## src/rtl/rat_alu_pipe_if.sv

```systemverilog
// Handshake and data bundle between decode (master) and the RAT ALU stage (slave).
interface rat_alu_pipe_if #(
  parameter int WIDTH = 8
);
  logic             in_valid;
  logic             in_ready;
  logic [3:0]       sel;
  logic [WIDTH-1:0] a;
  logic [WIDTH-1:0] b;
  logic             flg_we;
  logic             c_set;
  logic             c_clr;
  logic             flg_save;
  logic             flg_restore;
  logic             out_valid;
  logic             out_ready;
  logic [WIDTH-1:0] result;
  logic             out_wr;
  logic             c_flag;
  logic             z_flag;

  modport master (
    output in_valid, sel, a, b, flg_we, c_set, c_clr, flg_save, flg_restore, out_ready,
    input  in_ready, out_valid, result, out_wr, c_flag, z_flag
  );

  modport slave (
    input  in_valid, sel, a, b, flg_we, c_set, c_clr, flg_save, flg_restore, out_ready,
    output in_ready, out_valid, result, out_wr, c_flag, z_flag
  );
endinterface

```

## src/rtl/rat_alu_pipe.sv

```systemverilog
// RAT ALU with one registered output stage, internal C/Z flags and an
// interrupt shadow copy of the flags. Carry-in always comes from the held C.
module rat_alu_pipe #(
  parameter int WIDTH = 8
) (
  input logic          clk,
  input logic          rst_n,
  rat_alu_pipe_if.slave bus
);

  typedef enum logic [3:0] {
    OP_ADD  = 4'd0,  OP_ADDC = 4'd1,  OP_SUB  = 4'd2,  OP_SUBC = 4'd3,
    OP_CMP  = 4'd4,  OP_AND  = 4'd5,  OP_OR   = 4'd6,  OP_EXOR = 4'd7,
    OP_TEST = 4'd8,  OP_LSL  = 4'd9,  OP_LSR  = 4'd10, OP_ROL  = 4'd11,
    OP_ROR  = 4'd12, OP_ASR  = 4'd13, OP_MOV  = 4'd14, OP_RSVD = 4'd15
  } op_e;

  localparam int N = WIDTH - 1;

  logic             r_c;
  logic             r_z;
  logic             r_sh_c;
  logic             r_sh_z;
  logic             r_out_valid;
  logic             r_out_wr;
  logic [WIDTH-1:0] r_result;

  logic             w_in_ready;
  logic             w_accept;
  op_e              w_op;
  logic [WIDTH:0]   w_cin_ext;
  logic [WIDTH:0]   w_add;
  logic [WIDTH:0]   w_addc;
  logic [WIDTH:0]   w_sub;
  logic [WIDTH:0]   w_subc;
  logic [WIDTH-1:0] w_res;
  logic             w_c_op;
  logic             w_z_op;
  logic             w_wr;
  logic             w_flag_op;
  logic             w_c_next;
  logic             w_z_next;

  assign w_in_ready = !r_out_valid || bus.out_ready;
  assign w_accept   = bus.in_valid && w_in_ready;
  assign w_op       = op_e'(bus.sel);

  // Arithmetic is one bit wider so bit WIDTH is carry (add) or borrow (sub).
  assign w_cin_ext = {{WIDTH{1'b0}}, r_c};
  assign w_add     = {1'b0, bus.a} + {1'b0, bus.b};
  assign w_addc    = w_add + w_cin_ext;
  assign w_sub     = {1'b0, bus.a} - {1'b0, bus.b};
  assign w_subc    = w_sub - w_cin_ext;

  // Opcode decode: result, carry from the op, write-back and flag-affecting qualifiers.
  always_comb begin
    // NOTE: every output gets a default first so no path through the case infers a latch.
    w_res     = bus.a;
    w_c_op    = 1'b0;
    w_wr      = 1'b1;
    w_flag_op = 1'b1;
    unique case (w_op)
      OP_ADD:  begin w_res = w_add[N:0];  w_c_op = w_add[WIDTH];  end
      OP_ADDC: begin w_res = w_addc[N:0]; w_c_op = w_addc[WIDTH]; end
      OP_SUB:  begin w_res = w_sub[N:0];  w_c_op = w_sub[WIDTH];  end
      OP_SUBC: begin w_res = w_subc[N:0]; w_c_op = w_subc[WIDTH]; end
      OP_CMP:  begin w_res = w_sub[N:0];  w_c_op = w_sub[WIDTH];  w_wr = 1'b0; end
      OP_AND:  w_res = bus.a & bus.b;
      OP_OR:   w_res = bus.a | bus.b;
      OP_EXOR: w_res = bus.a ^ bus.b;
      OP_TEST: begin w_res = bus.a & bus.b; w_wr = 1'b0; end
      OP_LSL:  begin w_res = {bus.a[N-1:0], r_c};    w_c_op = bus.a[N]; end
      OP_LSR:  begin w_res = {r_c, bus.a[N:1]};      w_c_op = bus.a[0]; end
      OP_ROL:  begin w_res = {bus.a[N-1:0], bus.a[N]}; w_c_op = bus.a[N]; end
      OP_ROR:  begin w_res = {bus.a[0], bus.a[N:1]}; w_c_op = bus.a[0]; end
      OP_ASR:  begin w_res = {bus.a[N], bus.a[N:1]}; w_c_op = bus.a[0]; end
      OP_MOV:  begin w_res = bus.b; w_flag_op = 1'b0; end
      OP_RSVD: begin w_res = bus.a; w_flag_op = 1'b0; w_wr = 1'b0; end
      default: begin w_res = bus.a; w_flag_op = 1'b0; w_wr = 1'b0; end
    endcase
  end

  assign w_z_op = (w_res == '0);

  // Next flag values; later assignments override earlier ones, giving the priority order.
  always_comb begin
    w_c_next = r_c;
    w_z_next = r_z;
    if (w_accept && bus.flg_we && w_flag_op) begin
      w_c_next = w_c_op;
      w_z_next = w_z_op;
    end
    if (bus.c_set) begin
      w_c_next = 1'b1;
    end else if (bus.c_clr) begin
      w_c_next = 1'b0;
    end
    if (bus.flg_restore) begin
      w_c_next = r_sh_c;
      w_z_next = r_sh_z;
    end
  end

  // Flag and shadow registers; save samples the pre-edge flags, so save+restore swaps.
  always_ff @(posedge clk or negedge rst_n) begin
    if (!rst_n) begin
      r_c    <= 1'b0;
      r_z    <= 1'b0;
      r_sh_c <= 1'b0;
      r_sh_z <= 1'b0;
    end else begin
      // NOTE: non-blocking updates make every register here read the old r_c/r_z.
      r_c <= w_c_next;
      r_z <= w_z_next;
      if (bus.flg_save) begin
        r_sh_c <= r_c;
        r_sh_z <= r_z;
      end
    end
  end

  // Output stage: load on accept, drop valid when drained without a replacement.
  always_ff @(posedge clk or negedge rst_n) begin
    if (!rst_n) begin
      r_out_valid <= 1'b0;
      r_result    <= '0;
      r_out_wr    <= 1'b0;
    end else if (w_accept) begin
      r_out_valid <= 1'b1;
      r_result    <= w_res;
      r_out_wr    <= w_wr;
    end else if (bus.out_ready) begin
      r_out_valid <= 1'b0;
    end
  end

  assign bus.in_ready  = w_in_ready;
  assign bus.out_valid = r_out_valid;
  assign bus.result    = r_result;
  assign bus.out_wr    = r_out_wr;
  assign bus.c_flag    = r_c;
  assign bus.z_flag    = r_z;

endmodule

```

## src/flat_wrapper.sv

```systemverilog
// flat-port wrapper written by rule: the top's interface ports become plain ports
module rat_alu_pipe_flat 
#(
  parameter int WIDTH = 8
)
  (clk, rst_n, bus_in_valid, bus_sel, bus_a, bus_b, bus_flg_we, bus_c_set, bus_c_clr, bus_flg_save, bus_flg_restore, bus_out_ready, bus_in_ready, bus_out_valid, bus_result, bus_out_wr, bus_c_flag, bus_z_flag);
  rat_alu_pipe_if #(.WIDTH(WIDTH)) bus_i ();
  input logic clk;
  input logic rst_n;
  input wire logic [$bits(bus_i.in_valid)-1:0] bus_in_valid;
  input wire logic [$bits(bus_i.sel)-1:0] bus_sel;
  input wire logic [$bits(bus_i.a)-1:0] bus_a;
  input wire logic [$bits(bus_i.b)-1:0] bus_b;
  input wire logic [$bits(bus_i.flg_we)-1:0] bus_flg_we;
  input wire logic [$bits(bus_i.c_set)-1:0] bus_c_set;
  input wire logic [$bits(bus_i.c_clr)-1:0] bus_c_clr;
  input wire logic [$bits(bus_i.flg_save)-1:0] bus_flg_save;
  input wire logic [$bits(bus_i.flg_restore)-1:0] bus_flg_restore;
  input wire logic [$bits(bus_i.out_ready)-1:0] bus_out_ready;
  output wire logic [$bits(bus_i.in_ready)-1:0] bus_in_ready;
  output wire logic [$bits(bus_i.out_valid)-1:0] bus_out_valid;
  output wire logic [$bits(bus_i.result)-1:0] bus_result;
  output wire logic [$bits(bus_i.out_wr)-1:0] bus_out_wr;
  output wire logic [$bits(bus_i.c_flag)-1:0] bus_c_flag;
  output wire logic [$bits(bus_i.z_flag)-1:0] bus_z_flag;
  assign bus_i.in_valid = bus_in_valid;
  assign bus_i.sel = bus_sel;
  assign bus_i.a = bus_a;
  assign bus_i.b = bus_b;
  assign bus_i.flg_we = bus_flg_we;
  assign bus_i.c_set = bus_c_set;
  assign bus_i.c_clr = bus_c_clr;
  assign bus_i.flg_save = bus_flg_save;
  assign bus_i.flg_restore = bus_flg_restore;
  assign bus_i.out_ready = bus_out_ready;
  assign bus_in_ready = bus_i.in_ready;
  assign bus_out_valid = bus_i.out_valid;
  assign bus_result = bus_i.result;
  assign bus_out_wr = bus_i.out_wr;
  assign bus_c_flag = bus_i.c_flag;
  assign bus_z_flag = bus_i.z_flag;
  rat_alu_pipe #(.WIDTH(WIDTH)) u_core (.clk(clk), .rst_n(rst_n), .bus(bus_i));
endmodule
```

## config.mk

```make
export PLATFORM = sky130hd
export DESIGN_NAME = rat_alu_pipe_flat
export DESIGN_NICKNAME = d
export VERILOG_FILES = /design/src/rtl/rat_alu_pipe_if.sv /design/src/rtl/rat_alu_pipe.sv /design/src/flat_wrapper.sv
export SDC_FILE = /design/constraint.sdc
export NUM_CORES = 1
export LEC_CHECK = 0
export CORE_ASPECT_RATIO = 0.9
export CORE_UTILIZATION = 40
export DETAILED_ROUTE_END_ITERATION = 10
export GPL_ROUTABILITY_DRIVEN = 0
export GPL_TIMING_DRIVEN = 0
export PLACE_DENSITY = 0.62
export SLEW_MARGIN = 40
export SYNTH_ARGS = -nofsm -noshare
export SYNTH_HDL_FRONTEND = slang
export SYNTH_SLANG_ARGS = --single-unit
```

## constraint.sdc

```tcl
create_clock -name clk -period 3.4 [get_ports clk]
set_input_delay 0.34 -clock clk [delete_from_list [all_inputs] [get_ports clk]]
set_output_delay 0.34 -clock clk [all_outputs]
set_load 0.01 [all_outputs]
```

==> metrics, run 1 <==
status completed; fill cell count 743; number of nets with antenna violations after routing 0; post-layout util 50.7%; CP Launch Type input port; vias in the first global route between 2k and 3k; PD cells 275 nW/um^2; setup slack after layout ~0.033 ns; Final Power just under 1 mW; # Max-Cap Violations 0; GRT Overall Usage roughly 26%; sequential share of the synthesized area about an eighth; hpwl dp a little under 8000 um; Post-Route Setup TNS 0 ns; Reg2Reg Setup Slack a little over 0.5 ns; die height ~84 um; Slew headroom 52.9%; first-pass GRT wire length 15,800 um; met2 Use GR 38.2%; cells taking the most area after synthesis dfrtp_1, ha_1, inv_1; syn_nets approximately 450; layout cells sized above 1 between 10% and 20%; CP Class input port to register; CTS tree yes; Initial Util about two fifths; fin crit period approximately 3.4 ns; R2R cell count 10; unrepaired setup endpoints after global routing true; Inserted Diodes 0; clock slew at reported path FFs roughly 0.050 ns; worst hold stages 1; Max Fclk roughly 300 MHz; CP arrival 3.49 ns; floorplan row count 29; clk_skew approximately 0.0011 ns; Post-synth ARST share between 90% and 100%; GRT met1 Usage around 39%; gr ovfl total 0; Critical Path RT 3.53 ns; Synthesis Warnings 0; Area growth syn-to-layout 21.3%; maximum fanout along the worst path 10; Cells after Synth 394; Port-buffer cells 39; syn_area_per_cell ~7.5 um^2; TritonCTS Buffers 3; M3 GR Usage between 3 and 4%; hold_buf cts 0; largest net degree at the start of global routing 15; # setup viols final 0; Place WS -0.615 ns; Multi-input gate area roughly 2400 um^2; chip width between 90 and 100 um; I/O pin total 42; dpl cell area approximately 3500 um^2; period utilization about 99%; CTS Buffer Depth 2; nets 500; Yosys reg bits 14; H-tree depth 1; drt pass-1 iters 8; CTS root buf clkbuf_8; Synth Cell Area around 3000 um^2; Die ar. slightly below 8000 um^2; VDD IR max 0.187 mV; drt total wl 10,100 um; Slew Limit Fails 0; library cells used by synthesis slightly below 80; crit path to u_core.bus.result[7]; Final Hold Vio Count 0; share of the synthesized area in the top cell type approximately an eighth; Post-synth EDFFs 0; post-route cell area 3610 um^2; residual DRC count 0; worst-margin pin slew 0.703 ns; reg-to-reg critical path startpoint u_core.bus.c_flag; Core ar. approximately 7000 um^2; drt wl/cell roughly 19 um; DR vias approximately 3.3k; Sequential cell area between 300 and 400 um^2; Crit. Startpoint bus_a[2]; CP endpoint kind register; HP Class register to register; initial DRC count around 420; Sink Count 14; drt via density 6.27; cell leakage power about 1.5 nW; GRT busiest layer met1; RR Endpoint u_core.bus.z_flag; antenna violations before repair 0; Worst-Skew Late Latency ~0.24 ns; Most used DFF post-synth dfrtp_1; Synth area leader dfrtp_1
==> worst min path at each step <==
stage | slack (ns) | start | to
2_1_floorplan | 0.04 | rst_n | u_core.bus.c_flag
3_3_place_gp | 0.46 | u_core.bus.out_wr | u_core.bus.out_wr
3_5_place_dp | 0.46 | u_core.bus.out_wr | u_core.bus.out_wr
4_1_cts | 0.48 | u_core.bus.out_wr | u_core.bus.out_wr
5_1_grt | 0.49 | u_core.bus.out_wr | u_core.bus.out_wr
6_report | 0.47 | u_core.bus.out_wr | u_core.bus.out_wr
==> state kept, by name, indices dropped and copies added (netlist names) <==
| name | count |
|---|---|
| u_core.bus.out_valid | 1 |
| u_core.r_sh_z | 1 |
| u_core.bus.c_flag | 1 |
| u_core.bus.z_flag | 1 |
| u_core.bus.out_wr | 1 |
| u_core.bus.result | 8 |
| u_core.r_sh_c | 1 |
==> final cells by class <==
class / instances / share of cell area, %
multi-input combinational: 324 / 66.8
timing repair buffer: 42 / 11.2
sequential: 14 / 9.71
buffer: 23 / 4.44
tap: 93 / 3.23
clock buffer: 3 / 1.14
inverter: 33 / 3.43
==> timing repair <==
action	CTS	global route
gates resized for setup	13	10
setup buffers	1	2
pin swaps	1	4
setup endpoints to repair	3	3
==> power by group <==
group / leakage (nW) / internal (mW) / switching (mW) / total, mW
sequential: 0.170 / 0.196 / 0.0176 / 0.214
combinational: 1.28 / 0.289 / 0.358 / 0.647
clock: 0.0216 / 0.0783 / 0.0548 / 0.133
total: 1.47 / 0.563 / 0.431 / 0.994
==> cell usage in the layout (no fill, tap or decap), types with 6 or more instances in the layout <==
cell / Yosys / final
nor2b_1: 8 / 8
a21oi_1: 19 / 19
ha_1: 28 / 25
o31ai_1: 8 / 8
nand3_1: 15 / 15
mux2_2: 7 / 7
inv_1: 33 / 32
a31oi_1: 10 / 10
clkbuf_1: 6 / 6
nor2_1: 29 / 28
clkdlybuf4s50_1: 0 / 35
o22ai_1: 7 / 7
o21ai_0: 20 / 19
dfrtp_1: 14 / 14
xnor2_1: 8 / 7
nand2_1: 32 / 32
buf_4: 7 / 10
a221oi_1: 6 / 6
nor3_1: 9 / 9
or2_2: 6 / 6
a211oi_1: 11 / 11
==> logic make-up after synthesis <==
logic type	synth area share (%)
DFF	11.8
AOI/OAI and AO/OA	32.2
xor gates and xnor gates	4.67
and+or+nand+nor	23.4
muxes	5.22
adders and majority gates	13.1
buffers and inverters	9.55
==> cell usage after synthesis (3+ instances only) <==
cell / instances
mux2_2: 7
clkbuf_1: 6
a21o_2: 3
a21oi_1: 19
nor2b_1: 8
a211o_1: 3
a311oi_1: 3
a32oi_1: 4
a211oi_1: 11
a2111oi_0: 4
o21bai_1: 3
buf_6: 3
or2_2: 6
ha_1: 28
mux2i_1: 4
o21ai_0: 20
nand3_1: 15
o22ai_1: 7
o31ai_1: 8
a21o_1: 4
nor2_1: 29
buf_4: 7
a31oi_1: 10
nand2_1: 32
o211ai_1: 3
o311ai_0: 4
xnor2_1: 8
nand3b_1: 3
dfrtp_1: 14
nand2b_1: 5
nand4_1: 5
inv_1: 33
a221oi_1: 6
buf_2: 4
xor2_1: 6
nor3_1: 9
==> routing by layer <==
metal | up-vias | wire length [um]
met4 | 0 | 238
met3 | 24 | 927
met1 | 1549 | 4610
li1 | 1572 | -
met5 | - | 0
met2 | 188 | 4360
==> per-stage QoR <==
step | hold WS, ns | cells
global placement | 0.461 | 526
CTS | 0.477 | 530
detailed placement | 0.465 | 526
global route | 0.494 | 532
finish | 0.474 | 532
floorplan | 0.0444 | 394
==> critical path, stage by stage <==
cell             delay, ns
clkdlybuf4s50_1       0.56
inv_1                 0.12
ha_1                  0.34
buf_4                 0.22
nor3_1                0.38
a211oi_1              0.15
a2bb2oi_1             0.27
xor2_1                0.33
xnor2_1               0.16
o21ai_0               0.10
a31oi_1               0.16
a21oi_1               0.07
mux2_2                0.29
Note: power is estimated with default switching activity, not from simulation.
==> run 2: changes to the inputs <==
--- a/config.mk
+++ b/config.mk
@@ -5,7 +5,7 @@
 export SDC_FILE = /design/constraint.sdc
 export NUM_CORES = 1
 export LEC_CHECK = 0
-export CORE_ASPECT_RATIO = 0.9
+export CORE_ASPECT_RATIO = 1.75
 export CORE_UTILIZATION = 40
 export DETAILED_ROUTE_END_ITERATION = 10
 export GPL_ROUTABILITY_DRIVEN = 0
==> run 2 against run 1 <==
Core utilization rose by 0.83 points. Largest power group unchanged. Worst setup slack improved by 0.047 ns. Clock-buffer cell count rose by 1. Wire length grew 6.6%. Combinational power grew 2%. Maximum frequency is 1.4% higher. Clock skew up 0.00080 ns. Final cell count shrank 1.5%. Highest routed layer unchanged. Sequential power is essentially flat.
==> metrics, run 2 (synthesis results as in run 1) <==
GRT Overall Usage 28.9% (was 25.7%); max reg flops 8 (unchanged); CP Launch Type input port (unchanged); cell count after placement 519 (was 526); Worst-Skew Late Latency 0.25 ns (was 0.24 ns); Final Hold Vio Count 0 (unchanged); Initial Util 41.4% (was 41.8%); CTS root buf clkbuf_16 (was clkbuf_8); antenna violations before repair 0 (unchanged); I/O pin total 42 (unchanged); worst min-delay path startpoint u_core.bus.result[3] (was u_core.bus.out_wr); Inserted Diodes 0 (unchanged); number of nets with antenna violations after routing 0 (unchanged); Port-buffer cells 39 (unchanged); Slew Limit Fails 0 (unchanged); Area growth syn-to-layout 24.5% (was 21.3%); initial DRC count 196 (was 424); HP Class register to register (unchanged); # Max-Cap Violations 0 (unchanged); GRT met1 Usage 31.9% (was 38.6%); dpl cell area 3470 um^2 (was 3480 um^2); fill cell count 716 (was 743); fin crit period 3.32 ns (was 3.37 ns); PD cells 304 nW/um^2 (was 275 nW/um^2); Die ar. 7790 um^2 (was 7780 um^2); R2R cell count 10 (unchanged); Core ar. 7180 um^2 (was 7110 um^2); DR vias 3,397 (was 3,333); nets 498 (was 500); TritonCTS Buffers 3 (unchanged); CP arrival 3.47 ns (was 3.49 ns); drt total wl 10,800 um (was 10,100 um); CP Class input port to register (unchanged); Crit. Startpoint bus_a[0] (was bus_a[2]); Sink Count 14 (unchanged); VDD IR max 0.150 mV (was 0.187 mV); M3 GR Usage 1.38% (was 3.83%); clock slew at reported path FFs 0.05 ns (about the same); maximum fanout along the worst path 5 (was 10); first-pass GRT wire length 16,900 um (was 15,800 um); chip width 67.2 um (was 92.9 um); Slew headroom 53.5% (was 52.9%); drt wl/cell 20.6 um (was 19.0 um); most frequent cells in the layout clkdlybuf4s50_1, inv_1, nand2_1 (unchanged); commonest non-fill, non-tap cell in the layout clkdlybuf4s50_1 (unchanged); Critical Path RT 3.55 ns (was 3.53 ns); residual DRC count 0 (unchanged); H-tree depth 1 (unchanged); worst-margin pin slew 0.693 ns (was 0.703 ns); largest net degree at the start of global routing 15 (unchanged); # setup viols final 0 (unchanged); post-route cell area 3700 um^2 (was 3610 um^2); Cell Count, Final, Fillers Out 524 (was 532); CP endpoint kind register (unchanged); CTS Buffer Depth 2 (unchanged); hpwl dp 8690 um (was 7960 um); GRT busiest layer met2 (was met1); reg-to-reg critical path startpoint u_core.bus.c_flag (unchanged); status completed (unchanged); drt via density 6.48 (was 6.27); die height 116 um (was 83.8 um); met2 Use GR 53.1% (was 38.2%); post-layout util 51.6% (was 50.7%); CTS tree yes (unchanged); hold_buf cts 0 (unchanged); vias in the first global route 3,215 (was 2,990); drt pass-1 iters 5 (was 8); floorplan row count 41 (was 29); gr ovfl total 0 (unchanged); clk_skew 0.00193 ns (was 0.00113 ns); worst hold stages 2 (was 1); Max Fclk 301 MHz (was 297 MHz); cell leakage power 1.51 nW (was 1.47 nW); layout cells sized above 1 16.0% (was 14.4%); period utilization 97.6% (was 99.0%)
run 2: changes by cell type in the layout (fill, tap and decap cells not counted), moves of 2 or more:
| cell | previous run | this run |
|---|---|---|
| a211oi_1 | 11 | 9 |
| a211oi_2 | 1 | 3 |
| buf_4 | 10 | 7 |
| clkbuf_16 | 0 | 3 |
| clkbuf_8 | 5 | 3 |
| ha_4 | 1 | 3 |
run 2: routing by layer:
layer  vias to the layer above  share of wire [%]
met4                         0                6.8
met3                        62                5.4
li1                       1565                  -
met2                       177                 52
met5                         -                  0
met1                      1593                 36
run 2: critical path, cell delays in order:
cell and delay (ns):
clkdlybuf4s15_2 0.27, inv_1 0.12, ha_4 0.20, fa_2 0.60
ha_4 0.18, xnor2_1 0.12, o22ai_1 0.10, or4_1 0.53
a31oi_1 0.18, nor2_1 0.09, nor4b_2 0.34, o211ai_1 0.14
o31ai_1 0.25
run 2: timing repair:
item	in CTS	in global routing
endpoints found under the setup margin	3	2
setup buffers	1	0
endpoints found under the hold margin	0	0
cloned	0	0
pin swaps	3	2
gates resized for setup	19	15
run 2: report_power, final:
group	switching [mW]	internal [mW]	leakage, nW
Sequential	0.0188	0.196	0.170
Combinational	0.365	0.293	1.29
Clock	0.0721	0.179	0.0442
Total	0.456	0.668	1.51
run 2: layout make-up:
cell class	instances	area, um^2	area share, %
multi-input cells	324	2470	66.8
repair buffers	40	394	10.6
flip-flops and latches	14	350	9.46
plain buffers	23	164	4.43
inverters	33	124	3.35
well taps	86	108	2.91
clock buffers	4	88.8	2.40
run 2: metrics by stage:
stage | hold slack (ns) | TNS [ns] | power, mW | setup slack (ns)
after floorplan | 0.0444 | 0 | 0.607 | 0.471
after global placement | 0.466 | -2.32 | 0.816 | -0.743
after detailed placement | 0.473 | -2.53 | 0.825 | -0.753
after CTS | 0.484 | 0 | 1.09 | 0.0678
after global routing | 0.504 | -0.0444 | 1.19 | -0.0444
final | 0.479 | 0 | 1.12 | 0.0804
run 2: path summary, 6_finish.rpt:
| kind | end | slack, ns |
|---|---|---|
| min reg2reg | u_core.bus.result[3] | 0.48 |
| min | u_core.bus.result[3] | 0.48 |
| min in group asynchronous | u_core.bus.result[0] | 0.49 |
| max | u_core.bus.z_flag | 0.08 |
| max in group asynchronous | u_core.bus.c_flag | 2.50 |
| max reg2reg | u_core.bus.z_flag | 0.53 |
==> run 3: changes to the inputs <==
--- a/config.mk
+++ b/config.mk
@@ -6,11 +6,11 @@
 export NUM_CORES = 1
 export LEC_CHECK = 0
 export CORE_ASPECT_RATIO = 1.75
-export CORE_UTILIZATION = 40
+export CORE_UTILIZATION = 57
 export DETAILED_ROUTE_END_ITERATION = 10
 export GPL_ROUTABILITY_DRIVEN = 0
 export GPL_TIMING_DRIVEN = 0
-export PLACE_DENSITY = 0.62
+export PLACE_DENSITY = 0.83
 export SLEW_MARGIN = 40
 export SYNTH_ARGS = -nofsm -noshare
 export SYNTH_HDL_FRONTEND = slang
==> run 3 against run 2 <==
Global-route usage up 8.2 points. Wire length is 6.8% lower. Register-to-register slack about the same. Critical endpoint unchanged. Highest routed layer unchanged.
==> metrics, run 3 (synthesis results as in run 1) <==
CP peak stage delay 0.57 ns (was 0.60 ns); fill cell count 426 (was 716); switching portion of total power 42.8% (was 40.6%); gr ovfl total 0 (unchanged); GRT Overall Usage 37.2% (was 28.9%); GRT busiest layer met2 (unchanged); CTS tree yes (unchanged); Reg power frac 20.8% (was 19.1%); CP arrival 3.51 ns (was 3.47 ns); setup slack after layout 0.0462 ns (was 0.0804 ns); Port-buffer cells 39 (unchanged); # setup viols final 0 (unchanged); drt total wl 10,100 um (was 10,800 um); clock slew at reported path FFs 0.06 ns (was 0.05 ns); H-tree depth 1 (unchanged); Final Hold Vio Count 0 (unchanged); dpl cell area 3430 um^2 (was 3470 um^2); Slew Limit Fails 0 (unchanged); layout cells sized above 1 15.5% (was 16.0%); Max Fclk 298 MHz (was 301 MHz); critical-path cell list clkdlybuf4s50_1 -> inv_1 -> ha_4 -> buf_6 -> nor3_1 -> a2111oi_1 -> xnor2_1 -> o221ai_1 -> a21o_1 -> a31o_2 -> o21ai_0 -> o21ai_0 -> o31ai_1 (was clkdlybuf4s15_2 -> inv_1 -> ha_4 -> fa_2 -> ha_4 -> xnor2_1 -> o22ai_1 -> or4_1 -> a31oi_1 -> nor2_1 -> nor4b_2 -> o211ai_1 -> o31ai_1); post-layout util 72.4% (was 51.6%); Sequential cell area 350 um^2 (unchanged); combinational power share 63.1% (was 58.6%); vias in the first global route 3,524 (was 3,215); VDD IR max 0.281 mV (was 0.150 mV); hold_buf cts 0 (unchanged); nets 499 (was 498); drt pass-1 iters 5 (unchanged); R2R cell count 10 (unchanged); Clk network pwr share 16.1% (was 22.3%); Place WS -0.634 ns (was -0.753 ns); status completed (unchanged); TritonCTS Buffers 3 (unchanged); met2 Use GR 66.2% (was 53.1%); cell count after placement 487 (was 519); die height 97.5 um (was 116 um); Core ar. 4980 um^2 (was 7180 um^2); PD cells 285 nW/um^2 (was 304 nW/um^2); maximum fanout along the worst path 10 (was 5); Reg2Reg Setup Slack 0.52 ns (was 0.53 ns); fin crit period 3.35 ns (was 3.32 ns); initial DRC count 284 (was 196); M3 GR Usage 4.93% (was 1.38%); first-pass GRT wire length 16,300 um (was 16,900 um); worst-margin pin slew 0.691 ns (was 0.693 ns); # Max-Cap Violations 0 (unchanged); period utilization 98.6% (was 97.6%); cell family with most CP delay compound AO/OA/AOI/OAI gates (was adder cells); CP endpoint kind register (unchanged); cell mode on critical path o21ai_0 (was ha_4); residual DRC count 0 (unchanged); Slew headroom 53.7% (was 53.5%); CP Class input port to register (unchanged); commonest non-fill, non-tap cell in the layout clkdlybuf4s50_1 (unchanged); Worst-Skew Late Latency 0.25 ns (about the same); Cell Count, Final, Fillers Out 493 (was 524); Sink Count 14 (unchanged); max reg flops 8 (unchanged); clk_skew 0.000373 ns (was 0.00193 ns); number of nets with antenna violations after routing 0 (unchanged); antenna violations before repair 0 (unchanged); reg-to-reg critical path startpoint u_core.bus.c_flag (unchanged); Critical Path RT 3.56 ns (was 3.55 ns); Pint 588 uW (was 668 uW); Initial Util 59.7% (was 41.4%); chip width 56.6 um (was 67.2 um); CP Launch Type input port (unchanged); RR Endpoint u_core.bus.z_flag (unchanged); DR vias 3,487 (was 3,397); drt wl/cell 20.4 um (was 20.6 um); hpwl dp 7870 um (was 8690 um); I/O pin total 42 (unchanged); CTS root buf clkbuf_8 (was clkbuf_16); GRT met1 Usage 38.2% (was 31.9%); Sw Pwr 440 uW (was 456 uW); Inserted Diodes 0 (unchanged); drt via density 7.07 (was 6.48); Multi-input gate area 2440 um^2 (was 2470 um^2); largest net degree at the start of global routing 15 (unchanged); Area growth syn-to-layout 21.3% (was 24.5%); cell leakage power 1.49 nW (was 1.51 nW); crit path buf inv count 3 (was 2); most frequent cells in the layout clkdlybuf4s50_1, inv_1, nand2_1 (unchanged); floorplan row count 34 (was 41); CP max-delay cell clkdlybuf4s50_1 (was fa_2); HP Class input port to asynchronous set/reset pin (was register to register); CTS Buffer Depth 2 (unchanged); Die ar. 5520 um^2 (was 7790 um^2); post-route cell area 3610 um^2 (was 3700 um^2); WHS 0.476 ns (was 0.479 ns)
==> run 3: power by group through the flow <==
stage	registers, mW	logic [mW]	clock network [mW]
2_1_floorplan	0.227	0.379	0
3_3_place_gp	0.216	0.586	0
3_5_place_dp	0.217	0.598	0
4_1_cts	0.214	0.616	0.164
5_1_grt	0.218	0.694	0.172
6_report	0.214	0.649	0.165
==> run 3: how the worst max path moves through the flow <==
stage	startpoint	end	slack, ns	cells past startpoint
final	bus_a[2]	u_core.bus.z_flag	0.05	13
after global routing	bus_a[2]	u_core.bus.z_flag	-0.009	13
after CTS	bus_b[1]	u_core.bus.result[7]	0.03	12
after detailed placement	bus_a[0]	u_core.bus.z_flag	-0.63	13
after global placement	bus_a[0]	u_core.bus.z_flag	-0.58	13
after floorplan	bus_b[0]	u_core.bus.result[7]	0.47	12
==> run 3: worst reg2reg max path: cells and delay by family (launching register included) <==
| family | cells | cell delay (ns) |
|---|---|---|
| AND/OR/NAND/NOR | 3 | 0.96 |
| AO/OA/AOI/OAI | 4 | 0.65 |
| adder cells (fa/ha/maj) | 2 | 0.54 |
| flip-flops | 1 | 0.51 |
| XOR/XNOR | 1 | 0.12 |
==> run 3: timing repair <==
action / in CTS / in global routing
buffers inserted: 2 / 0
pin swaps: 3 / 2
resized for setup: 15 / 13
endpoints found under the setup margin: 3 / 4
cloned: 0 / 0
==> run 3: routing by layer <==
metal | wire [um] | vias up | part of all wire (%)
met5 | 0 | - | 0
met4 | 924 | 0 | 9.2
met3 | 763 | 90 | 7.6
met2 | 4960 | 263 | 49
met1 | 3420 | 1571 | 34
li1 | - | 1563 | -
==> run 3: cell type report <==
class | count | share of cell area (%)
plain buffers | 23 | 4.55
clock buffers | 4 | 1.53
inverters | 33 | 3.44
multi-input cells | 324 | 67.8
flip-flops and latches | 14 | 9.72
well taps | 54 | 1.87
repair buffers | 41 | 11.1
==> run 3: per-stage QoR <==
| step | total power, mW | setup TNS (ns) |
|---|---|---|
| after global placement | 0.802 | -1.92 |
| after global routing | 1.08 | -0.00905 |
| after floorplan | 0.607 | 0 |
| after CTS | 0.995 | 0 |
| final | 1.03 | 0 |
| after detailed placement | 0.815 | -2.21 |
